==> src/rtl/clk_div_pkg.sv <==
// ============================================================================
//  Module      : clk_div_pkg
//  Description : Shared constants and ratio helpers for the integer clock divider.
//  Revision    : 1.0 - initial release
// ============================================================================
`default_nettype none

package clk_div_pkg;

    localparam int unsigned DIV_MIN = 2;

    // Ratios 0 and 1 cannot produce a two-phase clock, so they fold up to DIV_MIN.
    function automatic int unsigned clamp_div(input int unsigned n);
        return (n < DIV_MIN) ? DIV_MIN : n;
    endfunction

    function automatic int unsigned half_div(input int unsigned n);
        return n >> 1;
    endfunction

endpackage

`default_nettype wire

==> src/rtl/clk_div_odd50.sv <==
// ============================================================================
//  Module      : clk_div_odd50
//  Description : Negedge retiming flop and OR stage that stretches the high
//                phase by half a clk period for odd ratios (CLK_DIV_ODD50_EN).
//  Revision    : 1.0 - initial release
// ============================================================================
`default_nettype none

module clk_div_odd50 (
    input  logic clk,
    input  logic rst,
    input  logic q_pos,
    input  logic odd,
    output logic clk_out
);

    logic r_q_neg;

    always_ff @(negedge clk or posedge rst) begin
        if (rst) begin
            r_q_neg <= 1'b0;
        end else begin
            r_q_neg <= q_pos;
        end
    end

    assign clk_out = q_pos | (odd & r_q_neg);

endmodule

`default_nettype wire

==> src/rtl/clk_divider_n.sv <==
// ============================================================================
//  Module      : clk_divider_n
//  Description : Runtime-programmable integer clock divider with tick strobe and
//                boundary-synchronised ratio reload. Define CLK_DIV_ODD50_EN for
//                50% duty on odd ratios.
//  Revision    : 1.0 - initial release
// ============================================================================
`default_nettype none

module clk_divider_n #(
    parameter int DIV_W   = 8,
    parameter int DEF_DIV = 2
) (
    input  logic             clk,
    input  logic             rst,
    input  logic             en,
    input  logic [DIV_W-1:0] div_in,
    input  logic             div_load,
    output logic             div_ack,
    output logic [DIV_W-1:0] div_cur,
    output logic             clk_out,
    output logic             tick
);

    import clk_div_pkg::*;

    localparam logic [DIV_W-1:0] DEF_RATIO = DIV_W'(DEF_DIV);
    localparam logic [DIV_W-1:0] ONE       = DIV_W'(1);

    logic [DIV_W-1:0] r_cnt;
    logic [DIV_W-1:0] r_div_cur;
    logic [DIV_W-1:0] r_pend_div;
    logic             r_pend;
    logic             r_q_pos;
    logic             r_tick;
    logic             r_ack;

    logic             w_boundary;
    logic             w_adopt;
    logic [DIV_W-1:0] w_cnt_nxt;
    logic [DIV_W-1:0] w_half;
    logic [DIV_W-1:0] w_load_div;

    assign w_load_div = DIV_W'(clamp_div(32'(div_in)));
    assign w_half     = DIV_W'(half_div(32'(r_div_cur)));
    assign w_cnt_nxt  = r_cnt + ONE;
    assign w_boundary = en && (r_cnt == (r_div_cur - ONE));
    assign w_adopt    = w_boundary && r_pend;

    // Period counter and posedge phase register; a frozen divider holds both.
    always_ff @(posedge clk or posedge rst) begin
        if (rst) begin
            r_cnt   <= DEF_RATIO - ONE;
            r_q_pos <= 1'b0;
            r_tick  <= 1'b0;
        end else begin
            r_tick <= 1'b0;
            if (w_boundary) begin
                r_cnt   <= '0;
                r_q_pos <= 1'b1;
                r_tick  <= 1'b1;
            end else if (en) begin
                r_cnt   <= w_cnt_nxt;
                r_q_pos <= (w_cnt_nxt < w_half);
            end
        end
    end

    // Active ratio only changes on a boundary, which keeps clk_out glitch-free.
    always_ff @(posedge clk or posedge rst) begin
        if (rst) begin
            r_div_cur <= DEF_RATIO;
            r_ack     <= 1'b0;
        end else begin
            r_ack <= 1'b0;
            if (w_adopt) begin
                r_div_cur <= r_pend_div;
                r_ack     <= 1'b1;
            end
        end
    end

    // A load on the adopting edge re-arms pend, so it lands at the next boundary.
    always_ff @(posedge clk or posedge rst) begin
        if (rst) begin
            r_pend     <= 1'b0;
            r_pend_div <= '0;
        end else begin
            if (div_load) begin
                r_pend     <= 1'b1;
                r_pend_div <= w_load_div;
            end else if (w_adopt) begin
                r_pend     <= 1'b0;
            end
        end
    end

`ifdef CLK_DIV_ODD50_EN
    clk_div_odd50 u_odd50 (
        .clk     (clk),
        .rst     (rst),
        .q_pos   (r_q_pos),
        .odd     (r_div_cur[0]),
        .clk_out (clk_out)
    );
`else
    assign clk_out = r_q_pos;
`endif

    assign div_cur = r_div_cur;
    assign div_ack = r_ack;
    assign tick    = r_tick;

endmodule

`default_nettype wire

==> config.mk <==
export PLATFORM = sky130hd
export DESIGN_NAME = clk_divider_n
export DESIGN_NICKNAME = d
export VERILOG_FILES = /design/src/rtl/clk_div_pkg.sv /design/src/rtl/clk_div_odd50.sv /design/src/rtl/clk_divider_n.sv
export SDC_FILE = /design/constraint.sdc
export NUM_CORES = 1
export LEC_CHECK = 0
export BUFFER_PORTS_ARGS = -buffer_cell sky130_fd_sc_hd__buf_2
export CAP_MARGIN = 20
export CORE_UTILIZATION = 50
export DETAILED_ROUTE_END_ITERATION = 7
export MAX_ROUTING_LAYER = met4
export PLACE_DENSITY_LB_ADDON = 0.05
export SLEW_MARGIN = 20
export SYNTH_ARGS = -nofsm -noshare
export SYNTH_HDL_FRONTEND = slang
export SYNTH_SLANG_ARGS = --single-unit
==> constraint.sdc <==
create_clock -name clk -period 3.2 [get_ports clk]
set_input_delay 0.16 -clock clk [delete_from_list [all_inputs] [get_ports clk]]
set_output_delay 0.16 -clock clk [all_outputs]
set_load 0.01 [all_outputs]
# Word level (Yosys, flattened, before mapping)

Cells that the tools add are included.

$add $sub $neg: 2
$lt $le $gt $ge: 2
Eq/ne operators: 1
Multiplexer cells: 9
Reduce and logical (&&, ||, !) cells: 4

Operator list:

| kind                                                                         | number |
|---|---|
| 8-bit two-way mux                                                            | 3 |
| 8-bit by 1-bit adder with 8-bit output, second input constant                | 1 |
| 8-bit equality test                                                          | 1 |
| 8-bit by 2-bit less-than comparator with 1-bit output, second input constant | 1 |
| 8-bit by 7-bit less-than comparator with 1-bit output                        | 1 |
| 8-bit by 1-bit subtractor with 8-bit output, second input constant           | 1 |
| 1-bit two-way mux                                                            | 6 |
| 2-bit nonzero test                                                           | 2 |
| 1-bit logical AND                                                            | 2 |

Bits in registers: 28
Bits of input ports: 12
Output and inout bits: 11
Logic and storage cells: 25

# Logic depth before layout (Yosys ltp)

Gate-level depths: netlist of run 1.

Depth after elaboration: 6
Gate-level depth with buffers: 9
Gate-level depth less buffers: 9

# Worst setup path after synthesis of run 1

No wires, ideal clock.

Path type: flip-flop to flip-flop
From: register r_div_cur[1], in the netlist div_cur[1]
To: register r_div_cur[2], in the netlist div_cur[2]
Arrival time: 2.366 ns
Data required time: 3.075 ns
Slack: 0.709 ns
Stages on the path, launching flop included: 10
Path buffers: 2
Cell sequence: dfstp_2 inv_1 ha_1 buf_6 o21bai_1 a2111oi_0 a311oi_1 a2111o_1 buf_6 mux2_4

Cells in the longest elaborated chain, start to end: 4

Ends and longest elaborated chain:

| element                                     | RTL line            | source |
|---|---|---|
| start, declared                             | clk_divider_n.sv:31 | `logic [DIV_W-1:0] r_div_cur;` |
| start signal, assigned                      | clk_divider_n.sv:77 | `r_div_cur <= r_pend_div;` |
| 8-bit by 1-bit subtractor with 8-bit output | clk_divider_n.sv:47 | `assign w_boundary = en && (r_cnt == (r_div_cur - ONE));` |
| 8-bit equality test                         | clk_divider_n.sv:47 |  |
| 1-bit logical AND                           | clk_divider_n.sv:47 |  |
| 1-bit logical AND                           | clk_divider_n.sv:48 | `assign w_adopt = w_boundary && r_pend;` |

Every way passes these cells.
A chain may end at the register's enable or synchronous reset.

# Final worst setup path of run 1

From: register r_div_cur[1], in the netlist div_cur[1]
To: register r_div_cur[5], in the netlist div_cur[5]

The elaborated chain is that of the path after synthesis.

==> results.sh, run 1 <==
export IMPL_status="complete, no violations"
export IMPL_clkTransAtPathRegs_ns=0.15
export IMPL_die_height_um=60.6
export IMPL_synth_mux_area_share_pct=10.6
export IMPL_synth_edff_count=0
export IMPL_drv_slew=0
export IMPL_layoutNonFillerInstCount=228
export IMPL_yosys_area_share_xor_xnor_pct=8.15
export IMPL_fmax_mhz=368
export IMPL_switching_share_pct=31.5
export IMPL_synthAdderAreaFrac_pct=5.82
export IMPL_synth_cell_types=44
export IMPL_yosys_warnings=0
export IMPL_cts_max_level=1
export IMPL_yosysMostFrequentCell="dfrtp_1"
export IMPL_ios=23
export IMPL_synth_top_family_by_area="simple AND/OR/NAND/NOR gates"
export IMPL_grt_pass1_wl_mm=5.56
export IMPL_cp_arrival_ns=2.95
export IMPL_cts_resized_gates=0
export IMPL_seq_power_share_pct=48.6
export IMPL_p_comb_share_pct=26.2
export IMPL_grt_start_max_net_pins=29
export IMPL_numCtsBuffers=3
export IMPL_slew_headroom_pct=61.2
export IMPL_critPathMaxFanout=9
export IMPL_core_rowCount=20
export IMPL_hold_violations=0
export IMPL_die_area_um2=3680
export IMPL_cts_sinks=28
export IMPL_root_buffer="clkbuf_4"
export IMPL_p_leak_nw=0.894
export IMPL_power_density_nw_per_um2=499
export IMPL_clock_path_buffers=2
export IMPL_fin_worst_skew_ns=0.0111
export IMPL_syn_num_nets=187
export IMPL_seq_area_frac_synth_pct=40.9
export IMPL_tns_ns=0
export IMPL_drt_iter0_drc=54
export IMPL_crit_start="div_cur[1]"
export IMPL_ant_nets=0
export IMPL_vdd_ir_drop_max_mv=0.306
export IMPL_tightest_slew_ns=0.575
export IMPL_antenna_found_initial=0
export IMPL_num_vias=1235
export IMPL_drc=0
export IMPL_internal_power_uw=640
export IMPL_io_buffers=22
export IMPL_netlist_top_cells_area="dfrtp_1 (38%), mux2_4 (6.1%), ha_1 (5.8%)"
export IMPL_syn_cell_area_um2=1720
export IMPL_yosys_area_share_simple_pct=13.1
export IMPL_r2r_start="div_cur[1]"
export IMPL_synth_top_area_cell="dfrtp_1"
export IMPL_coreArea_um2=3150
export IMPL_crit_required_ns=3.43
export IMPL_synth_compound_area_share_pct=13.0
export IMPL_slowest_delay_ns=0.62
export IMPL_vias_per_cell=5.42
export IMPL_syn_to_final_growth_pct=9.02
export IMPL_hold_ws_ns=0.0627
export IMPL_rsz0062_at_grt="false"
export IMPL_drive_gt1_share_pct=25.0
export IMPL_p_switching_uw=295
export IMPL_asyncSetResetFlopFracSynth_pct=100
export IMPL_n_antenna_cell=0
export IMPL_syn_area_per_cell_um2=10.3
export IMPL_dp_hpwl_mm=2.41
export IMPL_cpMaxStageDelayCell="dfstp_2"
export IMPL_start_util_pct=54.5
export IMPL_crit_path_start_kind="flop"
export IMPL_drtPass1Iterations=4
export IMPL_path_class="flop to flop"
export IMPL_die_w_um=60.6
export IMPL_clockPowerShare_pct=25.3
export IMPL_crit_path_end_kind="flop"
export IMPL_final_nets=205
export IMPL_synth_top_area_share_pct=37.8
export IMPL_worstSkewPairLatency_ns=0.33
export IMPL_placed_cells=223
export IMPL_synth_seq_cells=28
export IMPL_synthCells=167
export IMPL_synth_main_ff_cell="dfrtp_1"
export IMPL_grt_pass1_vias=1170
export IMPL_finalSetupViolCount=0
export IMPL_cts_tree="done"
export IMPL_track_usage_pct=21.5
export IMPL_layout_min_cycle_time_ns=2.72
export IMPL_overflow=0
export IMPL_cap_violations=0
export IMPL_crit_chain="inv_1 -> ha_1 -> o21bai_1 -> a2111oi_0 -> a311oi_1 -> a2111o_1 -> mux2_4"
export IMPL_ys_top_cells_by_count="dfrtp_1 (26), inv_1 (17), xnor2_1 (10), nor2_1 (9), ha_1 (8)"
export IMPL_wl_mm=3.30
export IMPL_place_gp_congestion=0.831
export IMPL_worstHoldStart="div_in[1]"
export IMPL_min_period_over_period_pct=85.0
export IMPL_hp_class="input pin to flop"
export IMPL_wl_per_cell_um=14.5
==> metrics by stage <==
step	total power, mW	utilization (%)	worst slack [ns]	instance area [um^2]
2_1_floorplan	0.639	-	0.709	1720
3_3_place_gp	0.695	57.5	0.563	1810
3_5_place_dp	0.703	57.5	0.492	1810
4_1_cts	0.940	59.1	0.468	1860
5_1_grt	0.989	59.4	0.263	1870
6_report	0.935	59.4	0.481	1870
==> final cells by class <==
type                    instances  area (um^2)
flip-flops and latches         28          703
fillers                       295         1280
well taps                      44         55.1
clock buffers                   3         22.5
multi-input cells             111          872
inverters                      17         63.8
clock inverters                 1         30.0
repair buffers                 24          128
==> placed cells by master (no fill, tap or decap), types with 6 or more instances in the layout <==
master,n
dfrtp_1,26
xor2_1,6
mux2_4,7
ha_1,8
mux2_2,6
nor3_1,7
xnor2_1,10
buf_2,22
inv_1,16
nor2_1,9
==> state kept, by name, summed over array words and instances (netlist names) <==
signal	count
r_cnt	8
tick	1
div_cur	8
r_pend	1
clk_out	1
r_pend_div	8
div_ack	1
==> power groups by stage <==
| stage | Clock [mW] | Sequential (mW) | Combinational, mW |
|---|---|---|---|
| finish | 0.236 | 0.454 | 0.245 |
| global route | 0.252 | 0.459 | 0.278 |
| CTS | 0.241 | 0.453 | 0.246 |
| detailed placement | 0 | 0.459 | 0.244 |
| global placement | 0 | 0.460 | 0.235 |
| floorplan | 0 | 0.424 | 0.215 |
==> path summary, 6_finish.rpt <==
check	depth (start not counted)	slack, ns	end
max	7	0.48	div_cur[5]
max reg2reg	7	0.48	div_cur[5]
min in group asynchronous	3	0.40	tick
min	2	0.06	r_pend_div[1]
min reg2reg	1	0.52	clk_out
max in group asynchronous	3	2.41	div_cur[1]
==> critical path: cells and delay by family, from the launching register on <==
family                     cells  cell delay [ns]
AOI/OAI and AO/OA              4             1.28
muxes                          1             0.37
adders and majority gates      1             0.29
buffers and inverters          1             0.06
DFF                            1             0.62
==> cells by family after synthesis <==
kind of cell | Yosys count
fa+ha+maj | 8
compound gates | 31
simple gates | 42
mux | 14
buf+inv | 28
xor+xnor | 16
flops | 28
==> layer usage <==
layer  GRT usage [%]  up-vias  wire (um)
met3            2.13        4         85
li1                -      620          -
met4            9.09        0         45
met1            32.1      587       1730
met2            29.4       24       1430
met5               -        -          0
==> what timing repair did <==
item | 4_1_cts | 5_1_grt
hold buffers | 0 | 1
buffers inserted | 0 | 0
endpoints found under the hold margin | 0 | 26
Power figures use the tool's default switching activity.
==> run 2, diff against run 1 <==
--- a/config.mk
+++ b/config.mk
@@ -5,6 +5,7 @@
 export SDC_FILE = /design/constraint.sdc
 export NUM_CORES = 1
 export LEC_CHECK = 0
+export ABC_AREA = 1
 export BUFFER_PORTS_ARGS = -buffer_cell sky130_fd_sc_hd__buf_2
 export CAP_MARGIN = 20
 export CORE_UTILIZATION = 50
==> constraint.sdc (replaced) <==
create_clock -name clk -period 2.5 [get_ports clk]
set_input_delay 0.125 -clock clk [delete_from_list [all_inputs] [get_ports clk]]
set_output_delay 0.125 -clock clk [all_outputs]
set_load 0.01 [all_outputs]
==> run 2 against run 1 <==
Effect of this change:
- count of clock-buffer cells in the layout up 1
- register-to-register slack lost 0.21 ns
- first-iteration DRC count fell by 5.6%
- synthesized area grew 11%
- critical path type unchanged
- clock skew is 0.0069 ns lower
- global-route usage rose by 1.2 points
- cell area is 13% higher
- combinational power is 95% higher
- flip-flop and latch count stayed put
- critical endpoint is now r_cnt[7]
- worst hold slack worse by 0.0079 ns
- sequential share of layout area shrank 4.4 points
- core utilization shrank 1.5 points
==> results.sh, run 2 <==
export IMPL_postCtsSetupBuffers=0
export IMPL_synth_top_family_by_area="simple AND/OR/NAND/NOR gates"
export IMPL_clkTransAtPathRegs_ns=0.10
export IMPL_drc=0
export IMPL_track_usage_pct=22.7
export IMPL_synth_compound_area_share_pct=1.31
export IMPL_placed_cells=317
export IMPL_wl_mm=3.98
export IMPL_cts_max_level=1
export IMPL_finalSetupViolCount=0
export IMPL_final_cell_mix="nand2_1 (98), dfrtp_1 (26), inv_1 (22), buf_2 (22), nor2_1 (16)"
export IMPL_synth_seq_cells=28
export IMPL_root_buffer="clkbuf_8"
export IMPL_die_height_um=63.8
export IMPL_synth_mux_area_share_pct=0
export IMPL_rsz0062_at_grt="false"
export IMPL_whs_path_depth=3
export IMPL_layout_commonest_cell="nand2_1"
export IMPL_cts_tree="done"
export IMPL_seq_area_frac_synth_pct=36.9
export IMPL_fillers=374
export IMPL_drtPass1Iterations=4
export IMPL_die_w_um=63.8
export IMPL_tns_ns=0
export IMPL_crit_required_ns=2.68
export IMPL_vdd_ir_drop_max_mv=0.316
export IMPL_min_period_over_period_pct=89.2
export IMPL_synth_top_area_cell="dfrtp_1"
export IMPL_place_gp_congestion=0.839
export IMPL_coreArea_um2=3660
export IMPL_cp_arrival_ns=2.41
export IMPL_post_place_ws_ns=0.295
export IMPL_yosys_warnings=0
export IMPL_yosys_area_share_simple_pct=43.5
export IMPL_synthCells=250
export IMPL_syn_to_final_growth_pct=11.2
export IMPL_tightest_slew_ns=0.392
export IMPL_hold_ws_ns=0.0548
export IMPL_synth_edff_count=0
export IMPL_power_density_nw_per_um2=635
export IMPL_setup_slack_ns=0.269
export IMPL_hold_violations=0
export IMPL_yosysMostFrequentCell="nand2_1"
export IMPL_path_class="flop to flop"
export IMPL_grt_pass1_vias=1469
export IMPL_n_antenna_cell=0
export IMPL_fin_util_pct=58.0
export IMPL_antenna_found_initial=0
export IMPL_overflow=0
export IMPL_critPathMaxFanout=11
export IMPL_layoutNonFillerInstCount=322
export IMPL_synth_cell_types=29
export IMPL_ys_top_cells_by_count="nand2_1 (98), dfrtp_1 (26), inv_1 (22), nor2_1 (16)"
export IMPL_cpMaxStageDelayCell="dfstp_2"
export IMPL_num_vias=1583
export IMPL_grt_pass1_wl_mm=6.83
export IMPL_status="complete, no violations"
export IMPL_crit_chain="inv_1 -> ha_1 -> nand2_1 -> nand2_1 -> nor2_1 -> nand4_2 -> nor2_4 -> nand3_2 -> nand3b_4 -> nand2_2"
export IMPL_yosys_area_share_xor_xnor_pct=5.44
export IMPL_crit_path_start_kind="flop"
export IMPL_p_leak_nw=1.22
export IMPL_finalInstanceArea_um2=2120
export IMPL_drive_gt1_share_pct=23.7
export IMPL_drv_slew=0
export IMPL_core_rowCount=22
export IMPL_die_area_um2=4070
export IMPL_worst_path_most_repeated_cell="nand2_1"
export IMPL_crit_path_end_kind="flop"
export IMPL_drt_iter0_drc=51
export IMPL_dp_hpwl_mm=3.06
export IMPL_wl_per_cell_um=12.4
export IMPL_vias_per_cell=4.92
export IMPL_start_util_pct=52.1
export IMPL_ios=23
export IMPL_netlist_top_cells_area="dfrtp_1 (34%), nand2_1 (19%), nand3_2 (5.8%)"
export IMPL_synth_top_area_share_pct=34.1
export IMPL_synthAdderAreaFrac_pct=5.25
export IMPL_slowest_delay_ns=0.59
export IMPL_syn_cell_area_um2=1910
export IMPL_cts_sinks=28
export IMPL_place_area_um2=2060
export IMPL_syn_num_nets=270
export IMPL_layout_min_cycle_time_ns=2.23
export IMPL_clock_path_buffers=2
export IMPL_fmax_mhz=448
export IMPL_io_buffers=22
export IMPL_worstRegToRegCells=10
export IMPL_worstSkewPairLatency_ns=0.28
export IMPL_fin_worst_skew_ns=0.00412
export IMPL_synth_main_ff_cell="dfrtp_1"
export IMPL_slew_headroom_pct=73.9
export IMPL_asyncSetResetFlopFracSynth_pct=100
export IMPL_grt_start_max_net_pins=29
export IMPL_syn_area_per_cell_um2=7.63
export IMPL_final_nets=295
export IMPL_hp_class="input pin to flop"
export IMPL_cap_violations=0
export IMPL_numCtsBuffers=3
export IMPL_p_total_mw=1.35
export IMPL_ant_nets=0
## run 2: cell types whose count changed after synthesis, moves of 7 or more
cell / before / now
nand2_1: 5 / 98
nand3_2: 0 / 11
nand2_2: 0 / 8
xnor2_1: 10 / 2
mux2_4: 7 / 0
nor2_1: 9 / 16
## run 2: logic make-up (layout without fill, tap and decap cells)
kind of cell / Yosys count / count (layout)
flip-flops: 28 / 28
adder cells (fa/ha/maj): 8 / 8
XOR/XNOR: 11 / 11
AND/OR/NAND/NOR: 164 / 164
AO/OA/AOI/OAI: 5 / 5
buffers and inverters: 34 / 58
## run 2: per-layer routing
layer / GRT usage [%] / vias to the layer above / share of wire, %
met1: 32.7 / 713 / 53
met3: 2.86 / 9 / 2.4
met2: 31.9 / 25 / 42
met5: - / - / 0
li1: - / 836 / -
met4: 9.66 / 0 / 2.3
## run 2: power breakdown
group,total (mW),switching (mW),internal (mW)
Clock,0.286,0.145,0.141
Combinational,0.478,0.284,0.194
Sequential,0.583,0.0735,0.509
## run 2: cell type report
cell class | instances | area [um^2] | share of cell area, %
clock buffer | 4 | 55.1 | 2.59
inverter | 29 | 109 | 5.13
multi-input combinational | 188 | 1060 | 49.9
sequential | 28 | 703 | 33.1
tap | 48 | 60.1 | 2.83
timing repair buffer | 25 | 135 | 6.37
## run 2: repair_timing
action / CTS / global route
endpoints found under the setup margin: 0 / 0
resized for setup: 0 / 0
endpoints found under the hold margin: 26 / 0
hold buffers: 1 / 0
## run 2: worst paths after layout
kind	from	to	slack, ns
max reg2reg	div_cur[1]	r_cnt[7]	0.27
min reg2reg	r_pend_div[7]	r_pend_div[7]	0.48
max in group asynchronous	rst	div_cur[1]	1.74
max	div_cur[1]	r_cnt[7]	0.27
min in group asynchronous	rst	tick	0.45
min	div_in[3]	r_pend_div[3]	0.05
## run 2: worst max-delay path, delay by kind of cell, from the launching register on
family	cells	cell delay, ns
flops	1	0.59
buf+inv	1	0.08
simple gates	8	1.16
fa+ha+maj	1	0.30
